## src/rtl/calc_result_stage.sv

```systemverilog
// Result stage of the 3-bit sign-magnitude remainder unit: captures R/B over a valid/ready
// handshake, derives ZF/EF/OF/DZF and drives a two-digit multiplexed 7-segment display.
module calc_result_stage #(
  parameter int unsigned REFRESH_DIV = 16
) (
  input  logic       clk,
  input  logic       rst_n,
  input  logic       R2,
  input  logic       R1,
  input  logic       R0,
  input  logic       B2,
  input  logic       B1,
  input  logic       B0,
  input  logic       in_valid,
  output logic       in_ready,
  output logic       out_valid,
  input  logic       out_ready,
  output logic       Q2,
  output logic       Q1,
  output logic       Q0,
  output logic       ZF,
  output logic       EF,
  output logic       OF,
  output logic       DZF,
  output logic [6:0] seg,
  output logic [1:0] an
);

  localparam int unsigned CntW = (REFRESH_DIV > 2) ? $clog2(REFRESH_DIV) : 1;
  localparam logic [CntW-1:0] CntMax = CntW'(REFRESH_DIV - 1);

  localparam logic [6:0] SegBlank = 7'b1111111;
  localparam logic [6:0] SegMinus = 7'b0111111;
  localparam logic [6:0] SegE     = 7'b0000110;

  typedef enum logic [0:0] {StIdle, StHold} state_e;

  state_e          state_q, state_d;
  logic            q2_q, q2_d;
  logic [1:0]      mag_q, mag_d;
  logic            zf_q, zf_d;
  logic            ef_q, ef_d;
  logic            of_q, of_d;
  logic            dzf_q, dzf_d;
  logic            loaded_q, loaded_d;
  logic [CntW-1:0] cnt_q, cnt_d;
  logic            sel_q, sel_d;
  logic [6:0]      seg_q, seg_d;
  logic [1:0]      an_q, an_d;

  logic            accept;
  logic [1:0]      in_mag;

  // B2 is unused: a divisor of -0 is still a divide-by-zero.
  logic            unused_b2;
  assign unused_b2 = B2;

  function automatic logic [6:0] digit_seg(input logic [1:0] v);
    logic [6:0] s;
    unique case (v)
      2'd0:    s = 7'b1000000;
      2'd1:    s = 7'b1111001;
      2'd2:    s = 7'b0100100;
      2'd3:    s = 7'b0110000;
      default: s = SegBlank;
    endcase
    return s;
  endfunction

  assign in_ready  = (state_q == StIdle);
  assign out_valid = (state_q == StHold);
  assign accept    = in_valid && in_ready;
  assign in_mag    = {R1, R0};

  always_comb begin
    state_d = state_q;
    unique case (state_q)
      StIdle:  if (in_valid) state_d = StHold;
      StHold:  if (out_ready) state_d = StIdle;
      default: state_d = StIdle;
    endcase
  end

  always_comb begin
    q2_d     = q2_q;
    mag_d    = mag_q;
    zf_d     = zf_q;
    ef_d     = ef_q;
    of_d     = of_q;
    dzf_d    = dzf_q;
    loaded_d = loaded_q;
    if (accept) begin
      q2_d     = R2 && (in_mag != 2'd0);
      mag_d    = in_mag;
      zf_d     = (in_mag == 2'd0);
      ef_d     = ~R0;
      of_d     = R0;
      dzf_d    = ({B1, B0} == 2'b00);
      loaded_d = 1'b1;
    end
  end

  // Display is built from next-state values so seg/an change on the same edge as sel.
  always_comb begin
    cnt_d = cnt_q + CntW'(1);
    sel_d = sel_q;
    if (cnt_q == CntMax) begin
      cnt_d = '0;
      sel_d = ~sel_q;
    end
    an_d = sel_d ? 2'b01 : 2'b10;
    if (!loaded_d) begin
      seg_d = SegBlank;
    end else if (sel_d) begin
      seg_d = (!dzf_d && q2_d) ? SegMinus : SegBlank;
    end else begin
      seg_d = dzf_d ? SegE : digit_seg(mag_d);
    end
  end

  always_ff @(posedge clk or negedge rst_n) begin
    if (!rst_n) begin
      state_q  <= StIdle;
      q2_q     <= 1'b0;
      mag_q    <= 2'b00;
      zf_q     <= 1'b0;
      ef_q     <= 1'b0;
      of_q     <= 1'b0;
      dzf_q    <= 1'b0;
      loaded_q <= 1'b0;
      cnt_q    <= '0;
      sel_q    <= 1'b0;
      seg_q    <= SegBlank;
      an_q     <= 2'b10;
    end else begin
      state_q  <= state_d;
      q2_q     <= q2_d;
      mag_q    <= mag_d;
      zf_q     <= zf_d;
      ef_q     <= ef_d;
      of_q     <= of_d;
      dzf_q    <= dzf_d;
      loaded_q <= loaded_d;
      cnt_q    <= cnt_d;
      sel_q    <= sel_d;
      seg_q    <= seg_d;
      an_q     <= an_d;
    end
  end

  assign Q2  = q2_q;
  assign Q1  = mag_q[1];
  assign Q0  = mag_q[0];
  assign ZF  = zf_q;
  assign EF  = ef_q;
  assign OF  = of_q;
  assign DZF = dzf_q;
  assign seg = seg_q;
  assign an  = an_q;

endmodule

```

## config.mk

```make
export PLATFORM = sky130hd
export DESIGN_NAME = calc_result_stage
export DESIGN_NICKNAME = d
export VERILOG_FILES = /design/src/rtl/calc_result_stage.sv
export SDC_FILE = /design/constraint.sdc
export NUM_CORES = 1
export LEC_CHECK = 0
export ABC_AREA = 1
export CORE_MARGIN = 1
export CORE_UTILIZATION = 45
export CTS_BUF_LIST = sky130_fd_sc_hd__clkbuf_16
export DETAILED_ROUTE_END_ITERATION = 10
export GPL_TIMING_DRIVEN = 1
export PLACE_DENSITY = 0.77
export SLEW_MARGIN = 40
export SYNTH_ARGS = -nofsm -noshare
export SYNTH_HDL_FRONTEND = slang
export SYNTH_SLANG_ARGS = --single-unit
```

## constraint.sdc

```tcl
create_clock -name clk -period 1.2 [get_ports clk]
set_input_delay 0.36 -clock clk [delete_from_list [all_inputs] [get_ports clk]]
set_output_delay 0.36 -clock clk [all_outputs]
set_load 0.03 [all_outputs]
```

After elaboration in Yosys (flattened, before gate mapping) --
Index checks and enable logic that the tools add are counted.
Storage, ports and cells: register bits after elaboration 23, input bits 10, output and inout port bits 18, word-level logic and storage cells 43
Operators by class: add/sub/neg operators 1, equality and inequality tests 4, mux-type cells 15, bitwise operators 3, reduce and logical (&&, ||, !) cells 8
Operators by type and width (number):
- 2-to-1 mux 7 bit | 4
- case mux 7 bit (4 select lines) | 1
- logical NOT 2 bit | 3
- 2-to-1 mux 1 bit | 6
- adder 4 x 1 -> 4 bit, second input constant | 1
- equality test 2 bit, second input constant | 2
- equality test 4 bit, second input constant | 1
- 2-to-1 mux 2 bit | 2
- 2-to-1 mux 4 bit | 1
- logical AND 1 bit | 3
- inverter 1 bit | 3
- equality test 2 x 1 -> 1 bit, second input constant | 1
- case mux 1 bit (2 select lines) | 1
- nonzero test 2 bit | 1
- logical NOT 1 bit | 1

Longest topological paths before layout --
depth after elaboration 8, depth in mapped cells 7, depth with buffers taken out 7

Worst setup path before layout --
Ideal clock, no wire load.
kind reg2reg, start point register state_q, in the netlist out_valid, end point register seg_q[6], in the netlist seg[6], library setup time 76 ps, data arrival time 1252 ps, data required time 1124 ps, slack -127 ps, stages on the path, launching flop included 8, path buffers 0, period minus slack after synthesis 1327 ps, cell sequence dfrtp_1 > inv_2 > nand2_4 > nand2_2 > nand2_4 > nand3_1 > nor2_1 > nor2_1
On the way: cells in the longest elaborated chain, start to end 8, elaborated cells on any way between the ends 17, those cells by class eq/ne: 3; mux: 9; bitwise: 1; reduce/logical: 4
RTL lines:
- start, declared | RTL line 38 | state_e state_q, state_d;
- start signal, assigned | RTL line 123 | state_q <= StIdle;
- start signal, assigned | RTL line 136 | state_q <= state_d;
- inverter 1 bit * | RTL line 70 | assign in_ready = (state_q == StIdle);
- net in_ready | RTL line 15 | output logic in_ready,
- logical AND 1 bit * | RTL line 72 | assign accept = in_valid && in_ready;
- 2-to-1 mux 2 bit / 2-to-1 mux 1 bit (equally long branches) | RTL line 92 | if (accept) begin
- equality test 2 bit, or another cell as far along | RTL line 60 | unique case (v)
- case mux 7 bit (4 select lines) / logical AND 1 bit (equally long branches) | RTL line 60, 115
- 2-to-1 mux 7 bit, on equally long branches | RTL line 117, 115
- 2-to-1 mux 7 bit | RTL line 114 | end else if (sel_d) begin
- 2-to-1 mux 7 bit * | RTL line 112 | if (!loaded_d) begin
- net seg_d[6] | RTL line 48 | logic [6:0] seg_q, seg_d;
- end signal, assigned | RTL line 133 | seg_q <= SegBlank;
- end signal, assigned | RTL line 146 | seg_q <= seg_d;
- end, declared | RTL line 48
The timed path passes the listed nets; every way through them passes the cells marked *. The select of a mux whose other input is x is not followed. A chain may end at the register's enable or synchronous reset.

Worst setup path after layout --
start point register seg_q[3], in the netlist seg[3], end point output seg[3]
RTL lines:
- end, declared | RTL line 25 | output logic [6:0] seg,
No word-level cell between the ends.

==> metrics.log <==
[metrics] number of nets at the end of the flow: 144
[metrics] warning count from the yosys run: 0
[metrics] FF-to-FF path depth: 7
[metrics] HPWL after detailed placement: approximately 1.3 mm
[metrics] largest cells by area after synthesis: dfrtp_1 (38%), dfstp_2 (20%), nand2_1 (7.4%)
[metrics] RSZ-0062 raised after global routing: true
[metrics] static leakage: about 0.7 nW
[metrics] height of the die: 47.0 microns
[metrics] area enclosed by the die boundary: 0.00221 sq mm
[metrics] commonest cells after routing, fill and taps aside: buf_4 (20), nand2_1 (18), dfrtp_1 (13)
[metrics] first-pass GRT wire length: 3.07 mm
[metrics] final WL: 2.03 mm
[metrics] buffers and inverters on the worst path: 1
[metrics] Tmin final: about 1.3 ns
[metrics] result of the run: finished, violations left
[metrics] Synth Net Count: 101
[metrics] Yosys cell types: 18
[metrics] CTS clk-pin slew, worst paths: 0.06 ns
[metrics] H-tree levels: 1
[metrics] Starting Density: 0.506
[metrics] Max-cap violations: 0
[metrics] hold violation total from the final report: 0
[metrics] Site Rows: 15
[metrics] max frequency: 0.768 GHz
[metrics] category of cells accounting for the largest share of critical-path delay: flip-flops
[metrics] Power Density: 1480 mW/mm^2
[metrics] Reg2Reg Launch Point: out_valid$_DFF_PN0_
[metrics] data arrival at the endpoint of the critical path: 0.94 ns
[metrics] critical path start-end classification: register to output port
[metrics] failing checks: negative setup slack
[metrics] post-layout power: 2.08 mW
[metrics] gpl congestion: 0.767
[metrics] M1 wire length: 803 microns
[metrics] total negative slack: -0.635 ns
[metrics] critical-path maximum fanout: 2
[metrics] synthesized netlist cell count: 90
[metrics] wire length per cell after detailed routing: 13.0 microns
[metrics] GRT Overall Usage: 0.201
[metrics] total count of max-transition violations in the final report: 0
[metrics] Yosys top cell area share: 0.385
[metrics] number of global-route vias before repair: ~700
[metrics] via count: 752
[metrics] largest incremental delay on the critical path: 0.55 ns
[metrics] IO Count: 28
[metrics] proportion of synthesized chip area in sequential cells: 0.587
[metrics] maximum number of pins on one net before global-route repair: 22
[metrics] worst setup skew after layout: around 0.0018 ns
[metrics] transition at the pin with the smallest max-transition slack: 0.222 ns
[metrics] part of the cycle the worst path needs: 1.08
[metrics] most common library cell in the layout ignoring fill and taps: buf_4
[metrics] CTS tree: done
[metrics] r2r endpoint: seg[6]$_DFF_PN1_
[metrics] data required time at the worst endpoint: ~0.84 ns
[metrics] total CTS buffers: 3
[metrics] Worst path depth: 1
[metrics] Startpoint Class: register
[metrics] worst setup slack after layout: -0.102 ns
[metrics] topmost layer with routed signal wires: met4
[metrics] Cells after DPL: between 100 and 150
[metrics] Port Buffers: 26
[metrics] average via count per standard cell: 4.79
[metrics] First DRT Iteration DRCs: 12
[metrics] Met3 Wirelength: 75 microns
[metrics] category of the worst setup path capture point: output port
[metrics] remaining max-slew budget at the tightest pin: 0.852
[metrics] Final setup violation count: 10
[metrics] Antenna Nets Post-Route: 0
[metrics] antenna violations before repair: 0
[metrics] final core utilization: 0.782
[metrics] Hold Path Class: primary input to asynchronous set/reset pin
[metrics] DIE WIDTH: about 47 microns
[metrics] DRC Markers: 0
[metrics] number of standard cells in the layout, taps in and fillers out: approximately 160
[metrics] clock tree root buffer cell: clkbuf_16
[metrics] GRT Residual Overflow: 0
[metrics] cell type with the highest aggregate area in the netlist: dfrtp_1
[metrics] diodes inserted: 0
[metrics] area of the mapped netlist: 911 sq um
[metrics] clock sink count: 21
[metrics] clock network latency to the later pin of the worst-skew pair: 0.25 ns
[metrics] Fillers: 122
[metrics] maximum clock insertion buffer count: 2
[metrics] Placeable Area: 0.00180 sq mm
[metrics] mean cell area of the mapped netlist: 10.1 sq um
[metrics] Detail Route met2 WL: about 1.1 mm
[metrics] layout overhead on the synthesized area: 54.7%
[metrics] Critical Path Slowest Stage Cell: dfstp_2
[metrics] Initial DRT Pass Iterations: 4
[metrics] worst vdd ir: around 1.1 mV
[metrics] slack of the worst reg-to-reg path: -0.03 ns
[metrics] share of final-layout standard cells stronger than drive strength 1: 0.492
[metrics] cells traversed along the worst timing path: buf_6
[metrics] synthesized flop and latch total: 21
==> registers in the layout, summed over array words and instances, names as in the netlist <==
register / count
EF: 1
cnt_q: 4
ZF: 1
mag_q: 2
loaded_q: 1
an: 2
DZF: 1
Q2: 1
out_valid: 1
seg: 6
OF: 1
==> synth_stat cells <==
cell type and count:
and2_1 1, buf_4 2, dfrtp_1 14, dfstp_2 7, ha_1 1, inv_1 8, inv_2 3, nand2_1 18
nand2_2 5, nand2_4 4, nand3_1 8, nand4_1 1, nor2_1 8, nor2_2 1, nor2_4 3, o21ai_0 3
o21ai_2 2, xor2_1 1
==> logic make-up after synthesis <==
group | synth area share
AND/OR/NAND/NOR | 0.293
flip-flops | 0.587
buffers and inverters | 0.0618
AO/OA/AOI/OAI | 0.0357
XOR/XNOR | 0.00962
adder cells (fa/ha/maj) | 0.0137
==> report_power, final <==
part | internal, mW | total (mW) | leakage, nW | switching, mW
Combinational | 0.245 | 0.574 | 0.424 | 0.329
Sequential | 0.772 | 0.815 | 0.239 | 0.0433
Clock | 0.447 | 0.692 | 0.0409 | 0.246
==> worst max-delay path by stage <==
stage / start / end / slack (ns)
floorplan: out_valid$_DFF_PN0_ / seg[6]$_DFF_PN1_ / 0.01
global route: seg[3]$_DFF_PN1_ / seg[3] / -0.12
global placement: in_valid / seg[6]$_DFF_PN1_ / -0.40
detailed placement: in_valid / seg[6]$_DFF_PN1_ / -0.43
CTS: seg[3]$_DFF_PN1_ / seg[3] / -0.10
finish: seg[3]$_DFF_PN1_ / seg[3] / -0.10
==> worst register-to-register path, cell delays in order, from the launching register on <==
cell and delay [ns]:
dfrtp_2 0.44, buf_6 0.13, nor2_4 0.15, nand2_2 0.09
nand2_4 0.10, nand3_2 0.08, nor2_1 0.12, nor2_1 0.05
==> layer usage <==
layer,track usage,up-vias
met5,0,-
met2,0.356,24
met1,0.230,355
met3,0.0385,6
met4,0.103,0
li1,-,367
==> final cells by class <==
type / instances / area (sq um) / area share
flip-flops and latches: 21 / 536 / 0.380
repair buffers: 40 / 373 / 0.265
multi-input cells: 56 / 343 / 0.243
clock buffers: 3 / 75.1 / 0.0533
inverters: 11 / 46.3 / 0.0329
well taps: 25 / 31.3 / 0.0222
clock inverters: 1 / 5.00 / 0.00355
==> stage by stage <==
step                      cell area (sq um)  hold slack (ns)  setup WS (ns)
after floorplan                         915           0.0644         0.0106
after global routing                   1410            0.478         -0.121
after CTS                              1370            0.466         -0.101
after global placement                 1230            0.452         -0.397
after detailed placement               1230            0.464         -0.427
final                                  1410            0.463         -0.102
==> timing repair <==
item                       in CTS  in global routing
buffers inserted                1                  3
setup endpoints to repair      23                 18
resized for setup              13                  4
pin swaps                       1                  5
hold buffers                    0                  0
Note: power is estimated with default switching activity, not from simulation.
